===== src/rtl/serial_add_ctrl.sv =====
// Bit-serial adder controller: one full-adder slice (two half adders plus OR)
// walks WIDTH-bit operands LSB first and holds {carry,sum} until the next start.
module serial_add_ctrl #(
  parameter int WIDTH = 8,
  parameter int CW    = 5
) (
  input  logic             clk,
  input  logic             rst,
  input  logic             start,
  input  logic [WIDTH-1:0] A,
  input  logic [WIDTH-1:0] B,
  input  logic             cin,
  output logic             busy,
  output logic             done,
  output logic [WIDTH-1:0] sum,
  output logic             carry
);

  // Handshake: start is sampled only in IDLE or DONE; busy covers exactly the
  // WIDTH bit-processing cycles; done is a one-cycle pulse, never with busy.
  typedef enum logic [1:0] {
    IDLE = 2'd0,
    RUN  = 2'd1,
    DONE = 2'd2
  } state_t;

  state_t           state;
  state_t           state_next;
  logic [WIDTH-1:0] a_reg;
  logic [WIDTH-1:0] b_reg;
  logic             c_reg;
  logic [CW-1:0]    count;
  logic             accept;
  logic             last;

  logic             ha1_s;
  logic             ha1_c;
  logic             ha2_s;
  logic             ha2_c;
  logic             c_next;
  logic [WIDTH-1:0] s_msb;

  assign ha1_s  = a_reg[0] ^ b_reg[0];
  assign ha1_c  = a_reg[0] & b_reg[0];
  assign ha2_s  = ha1_s ^ c_reg;
  assign ha2_c  = ha1_s & c_reg;
  assign c_next = ha1_c | ha2_c;
  assign last   = (count == CW'(WIDTH - 1));

  // New sum bit enters at the MSB so the LSB-first stream lands in place.
  always_comb begin
    s_msb            = '0;
    s_msb[WIDTH-1]   = ha2_s;
  end

  always_ff @(posedge clk or posedge rst) begin
    if (rst) begin
      state <= IDLE;
    end else begin
      state <= state_next;
    end
  end

  always_comb begin
    state_next = state;
    accept     = 1'b0;
    case (state)
      IDLE: begin
        if (start) begin
          accept     = 1'b1;
          state_next = RUN;
        end
      end
      RUN: begin
        if (last) begin
          state_next = DONE;
        end
      end
      DONE: begin
        if (start) begin
          accept     = 1'b1;
          state_next = RUN;
        end else begin
          state_next = IDLE;
        end
      end
      default: state_next = IDLE;
    endcase
  end

  assign busy = (state == RUN);
  assign done = (state == DONE);

  always_ff @(posedge clk or posedge rst) begin
    if (rst) begin
      a_reg <= '0;
      b_reg <= '0;
      c_reg <= 1'b0;
      count <= '0;
      sum   <= '0;
      carry <= 1'b0;
    end else if (accept) begin
      a_reg <= A;
      b_reg <= B;
      c_reg <= cin;
      count <= '0;
    end else if (state == RUN) begin
      a_reg <= a_reg >> 1;
      b_reg <= b_reg >> 1;
      c_reg <= c_next;
      count <= count + 1'b1;
      sum   <= (sum >> 1) | s_msb;
      carry <= c_next;
    end
  end

endmodule


===== config.mk =====
export PLATFORM = sky130hd
export DESIGN_NAME = serial_add_ctrl
export DESIGN_NICKNAME = d
export VERILOG_FILES = /design/src/rtl/serial_add_ctrl.sv
export SDC_FILE = /design/constraint.sdc
export NUM_CORES = 1
export LEC_CHECK = 0
export ABC_CLOCK_PERIOD_IN_PS = 1950
export CAP_MARGIN = 20
export CORE_MARGIN = 5
export CORE_UTILIZATION = 53
export DETAILED_ROUTE_END_ITERATION = 8
export PLACE_DENSITY = 0.83
export SYNTH_ARGS = -nofsm -noshare
export SYNTH_HDL_FRONTEND = slang
export SYNTH_SLANG_ARGS = --single-unit

===== constraint.sdc =====
create_clock -name clk -period 1.95 [get_ports clk]
set_input_delay 0.39 -clock clk [delete_from_list [all_inputs] [get_ports clk]]
set_output_delay 0.39 -clock clk [all_outputs]
set_load 0.02 [all_outputs]

=== Word-level counts from Yosys, hierarchy flattened ===
Cells that the tools add are included.

* Logic and storage cells: 39
* Input bits: 20
* Flip-flop bits (word level): 33
* Output and inout port bits: 11

* Add/sub/neg operators: 1
* Reductions and logical operators: 5
* Bitwise operators: 7
* Muxes and demuxes: 14
* Equal/unequal tests: 5

{| class="wikitable"
|+ Operator list
! operator !! count
|-
| two-way mux 8 bit || 4
|-
| two-way mux 5 bit || 2
|-
| OR 7 x 8 -> 8 bit || 1
|-
| case mux 2 bit (3 select lines) || 1
|-
| adder 5 x 1 -> 5 bit (second input constant) || 1
|-
| equality test 5 x 3 -> 1 bit (second input constant) || 1
|-
| two-way mux 1 bit || 5
|-
| two-way mux 2 bit || 2
|-
| AND reduction 2 bit || 2
|-
| AND 1 bit || 2
|-
| equality test 2 x 1 -> 1 bit (second input constant) || 1
|-
| equality test 2 bit (second input constant) || 1
|-
| zero test 2 bit || 1
|-
| inequality test 2 x 1 -> 1 bit (second input constant) || 1
|-
| inequality test 2 bit (second input constant) || 1
|-
| nonzero test 2 bit || 1
|-
| OR reduction 2 bit || 1
|-
| bitwise XOR 1 bit || 2
|-
| inverter 1 bit || 1
|-
| OR 1 bit || 1
|}

=== Logic depth before layout (Yosys ltp) ===
* Depth after elaboration: 5
* Mapped depth: 6
* Gate-level depth less buffers: 4

=== Worst setup path before layout ===
No wires, ideal clock.

* Path kind: flip-flop to output port
* Start point: register state[1]
* End point: output port busy
* Path slack: 0.667 ns
* Required time: 1.560 ns
* Arrival time: 0.893 ns
* Cell stages (with the launch flop): 5
* Path buffers: 2
* Path through: dfrtp_1 > nand2b_4 > inv_2 > buf_6 > buf_2

* Longest elaborated chain between the ends: 1

{| class="wikitable"
|+ Ends and longest elaborated chain
! element !! RTL line !! text
|-
| from (decl) || 27 || <nowiki>state_t state;</nowiki>
|-
| from (signal assigned) || 60 || <nowiki>state <= state_next;</nowiki>
|-
| equality test 2 x 1 -> 1 bit || 91 || <nowiki>assign busy = (state == RUN);</nowiki>
|-
| to (decl) || 13 || <nowiki>output logic busy,</nowiki>
|}

No other way between the ends.

=== Final worst setup path ===
* Start point: register sum[1]
* End point: output port sum[1]

{| class="wikitable"
|+ RTL lines
! element !! RTL line !! text
|-
| from (decl) || 15 || <nowiki>output logic [WIDTH-1:0] sum,</nowiki>
|-
| from (signal assigned) || 112 || <nowiki>sum <= (sum >> 1) | s_msb;</nowiki>
|}

No word-level cell between the ends.

==> summary by stage <==
Logic synthesis
The post-synthesis cell area is 0.001454 mm². In the synthesized netlist the async set-or-reset flop fraction comes to 1.000. The number of enable flip-flop cells after synthesis is 0. The synthesized-area fraction occupied by xor and xnor cells is 0. After technology mapping, the gate count stands at 156. By area, the combinational part of the netlist is dominated by simple AND/OR/NAND/NOR gates. Yosys printed 0 warnings. Of the synthesized area, sequential elements account for 0.5680. The post-synthesis cell type count is 25. The count of state elements after synthesis is 33. The most common flop cell mapped by yosys is dfrtp_1. The leading area contributor after synthesis is dfrtp_1. Counting every net in the synthesized netlist gives about 180. Of the total synthesized cell area, the portion taken by full adders, half adders and majority gates is 0.02238.

Dividing the synthesized area by the synthesized cell count gives between 9 and 10 µm². Of the total synthesized cell area, the portion taken by AND, OR, NAND and NOR gates is 0.2522. The portion of netlist area occupied by mux cells is 0.02840. The complex-gate fraction of the synthesized area is 0.07831. Sorting the synthesized cells by area gives the leading types as dfrtp_1 57%, nand2_1 16%, a31oi_1 3.9%. The share of Yosys cell area claimed by the top area cell type is 0.5680.

Drt
Summed over all layers, the routed wires come to 2857 µm. The total DRC errors in the routed layout is 0. After detailed routing, the number of vias per cell comes to ~5.3. The starting DRC count in detailed routing is just under 60. The mean routed wirelength per cell is 12.93 µm.

The via count is ~1200. The first-pass iteration count of the detailed router is 4. In this run the remaining antenna-violating nets after routing total 0.

Clock tree
The clock net in this run drives a total of 33 sinks. The clock-pin slew on the worst setup and hold paths is around 0.1 ns. TritonCTS built the clock tree. Buffers added to address setup during post-CTS repair amount to 0.

The clock tree root driver cell is clkbuf_4. The buffer levels on the longest clock path is 2. At the later pin of the worst-skew pair, clock insertion delay measures 0.34 ns. Buffers inserted to repair hold after CTS numbered 0. The H-tree depth is 2.

The number of buffers inserted during clock tree synthesis is 5. Gates resized during post-CTS repair numbered 1.

Final layout
The library cell used most frequently in the layout, excluding fill and tap cells, is nand2_1. In the final layout, the share of cells above drive strength 1 is 0.08947. The library cells used most frequently in the layout, excluding fill and tap cells, are 61 x nand2_1, 33 x dfrtp_1, 28 x clkdlybuf4s50_1. Compared with the post-synthesis result, the final layout area differs by 27.80%. In the final layout, the multi-input gates occupy roughly 550 µm². The total number of nets in the final design is around 210. The layout filler cell count is 212.

The number of antenna diodes in the final layout is 0. The sequential cells in the finished layout cover a total of just over 800 µm².

Power and ir drop
The maximum VDD drop is 1442 µV. Dividing total power by cell area gives a power density of between 1500 and 2000 mW/mm². The leakage power is 0.8976 nW.

Timing
The max-slew violation count is 0. Setup repair after global routing left no endpoint under its margin. The clock arrives with just under 0.007 ns of skew. The period utilization is 0.8844. The setup violation total in the final timing report is 0. For the pin with the worst max-slew slack, the measured transition is ~0.4 ns. The worst pin sits at a relative slew slack of 0.7330. The worst hold slack is 0.4341 ns. For the finished layout, the period the worst path requires is 1.725 ns. The setup total negative slack is 0 ns.

Static timing analysis puts the maximum clock frequency at 579.8 MHz. The number of hold violations in the final report is 0.

Die
The die is 62.38 µm tall. The die is 62.38 µm wide. Pin placement for this block handled 31 I/O pins. The effective utilization at floorplan is 0.5412. The core box area is 0.002686 mm².

The number of placement rows is 19. The overall die area is 0.003891 mm².

Placement
The final weighted congestion in routability-driven placement is 0.7193. The number of I/O port buffers is 30. The estimated wirelength of the detail-placed design is just over 2000 µm.

Critical path
The required time of the critical path is roughly 1.6 ns. The family with the most delay on the worst path is buffers and inverters. Among all stages on the critical path, the largest delay is contributed by clkdlybuf4s50_1.

The largest single stage delay on the critical path is 0.61 ns. STA puts the critical path data arrival time at 1.33 ns. The type of the setup path with the least slack is reg2out. The worst setup path is captured at an output pin. The signal on the critical path passes through clkdlybuf4s50_1. Along the worst path, the maximum fanout reaches 3. The critical path startpoint category is a flip-flop. The number of buffers and inverters on the critical path is 1.

Global route
The pin count of the biggest net entering global routing is 34. The number of global-route vias before repair is 1218. The total global-route track usage is 0.1653. The number of antenna violations at the first check in global routing was 0. The wire length of the first global-routing pass is 5175 µm.

Global routing finished with a remaining overflow of 0.

Hold path
The min-delay analysis places its worst path in the category in2async.

Flow run
Max-cap violations in this run came to 0.

Outcome
The flow ran to the end, and the final reports show no timing, DRC or antenna violations.
[routing by layer]
layer / up-vias / routed length (µm) / GRT usage
met1: 553 / 1183 / 0.1910
met3: 9 / 163 / 0.04496
met2: 34 / 1433 / 0.2733
met5: - / 0 / 0
li1: 580 / - / -
met4: 0 / 76 / 0.09549
[kinds of logic after synthesis]
group | count (synthesis)
compound gates | 18
fa+ha+maj | 2
buf+inv | 12
flops | 33
mux | 4
simple gates | 87
[synth_stat cells, types with 3 or more instances]
master,number
a31oi_1,9
nor2_1,9
nand3_1,9
nand2_1,61
a22oi_1,5
mux2i_1,3
dfrtp_1,33
buf_2,5
[power by group]
part	internal, mW	switching [mW]
Combinational	0.537	0.706
Clock	0.306	0.221
Sequential	0.995	0.208
Total	1.84	1.13
[worst paths after layout]
check	startpoint	endpoint	slack [ns]	depth (start not counted)
max	sum[1]$_DFFE_PP0P_	sum[1]	0.23	1
min	rst	sum[1]$_DFFE_PP0P_	0.43	3
max reg2reg	state[0]$_DFFE_PP0P_	count[2]$_DFFE_PP0P_	0.56	4
min reg2reg	carry$_DFFE_PP0P_	carry$_DFFE_PP0P_	0.49	2
max in group asynchronous	rst	sum[4]$_DFFE_PP0P_	1.22	3
min in group clk	carry$_DFFE_PP0P_	carry$_DFFE_PP0P_	0.49	2
[cell type report]
class,instances,area share
timing repair buffer,36,0.1865
multi-input combinational,111,0.2983
sequential,33,0.4444
clock inverter,1,0.01616
inverter,2,0.004040
tap,31,0.02088
clock buffer,7,0.02963
[metrics by stage]
stage / instances / instance area (µm²) / worst slack (ns) / util / power (mW)
4_1_cts: 221 / 1856 / 0.01931 / 0.6907 / 3.013
5_1_grt: 221 / 1858 / 0.1647 / 0.6917 / 3.234
6_report: 221 / 1858 / 0.2254 / 0.6917 / 2.973
2_1_floorplan: 156 / 1454 / 0.6665 / - / 2.076
3_5_place_dp: 213 / 1772 / 0.3232 / 0.6595 / 2.484
3_3_place_gp: 213 / 1772 / 0.3515 / 0.6595 / 2.419
No activity file was read; power rests on OpenSTA's default activity.
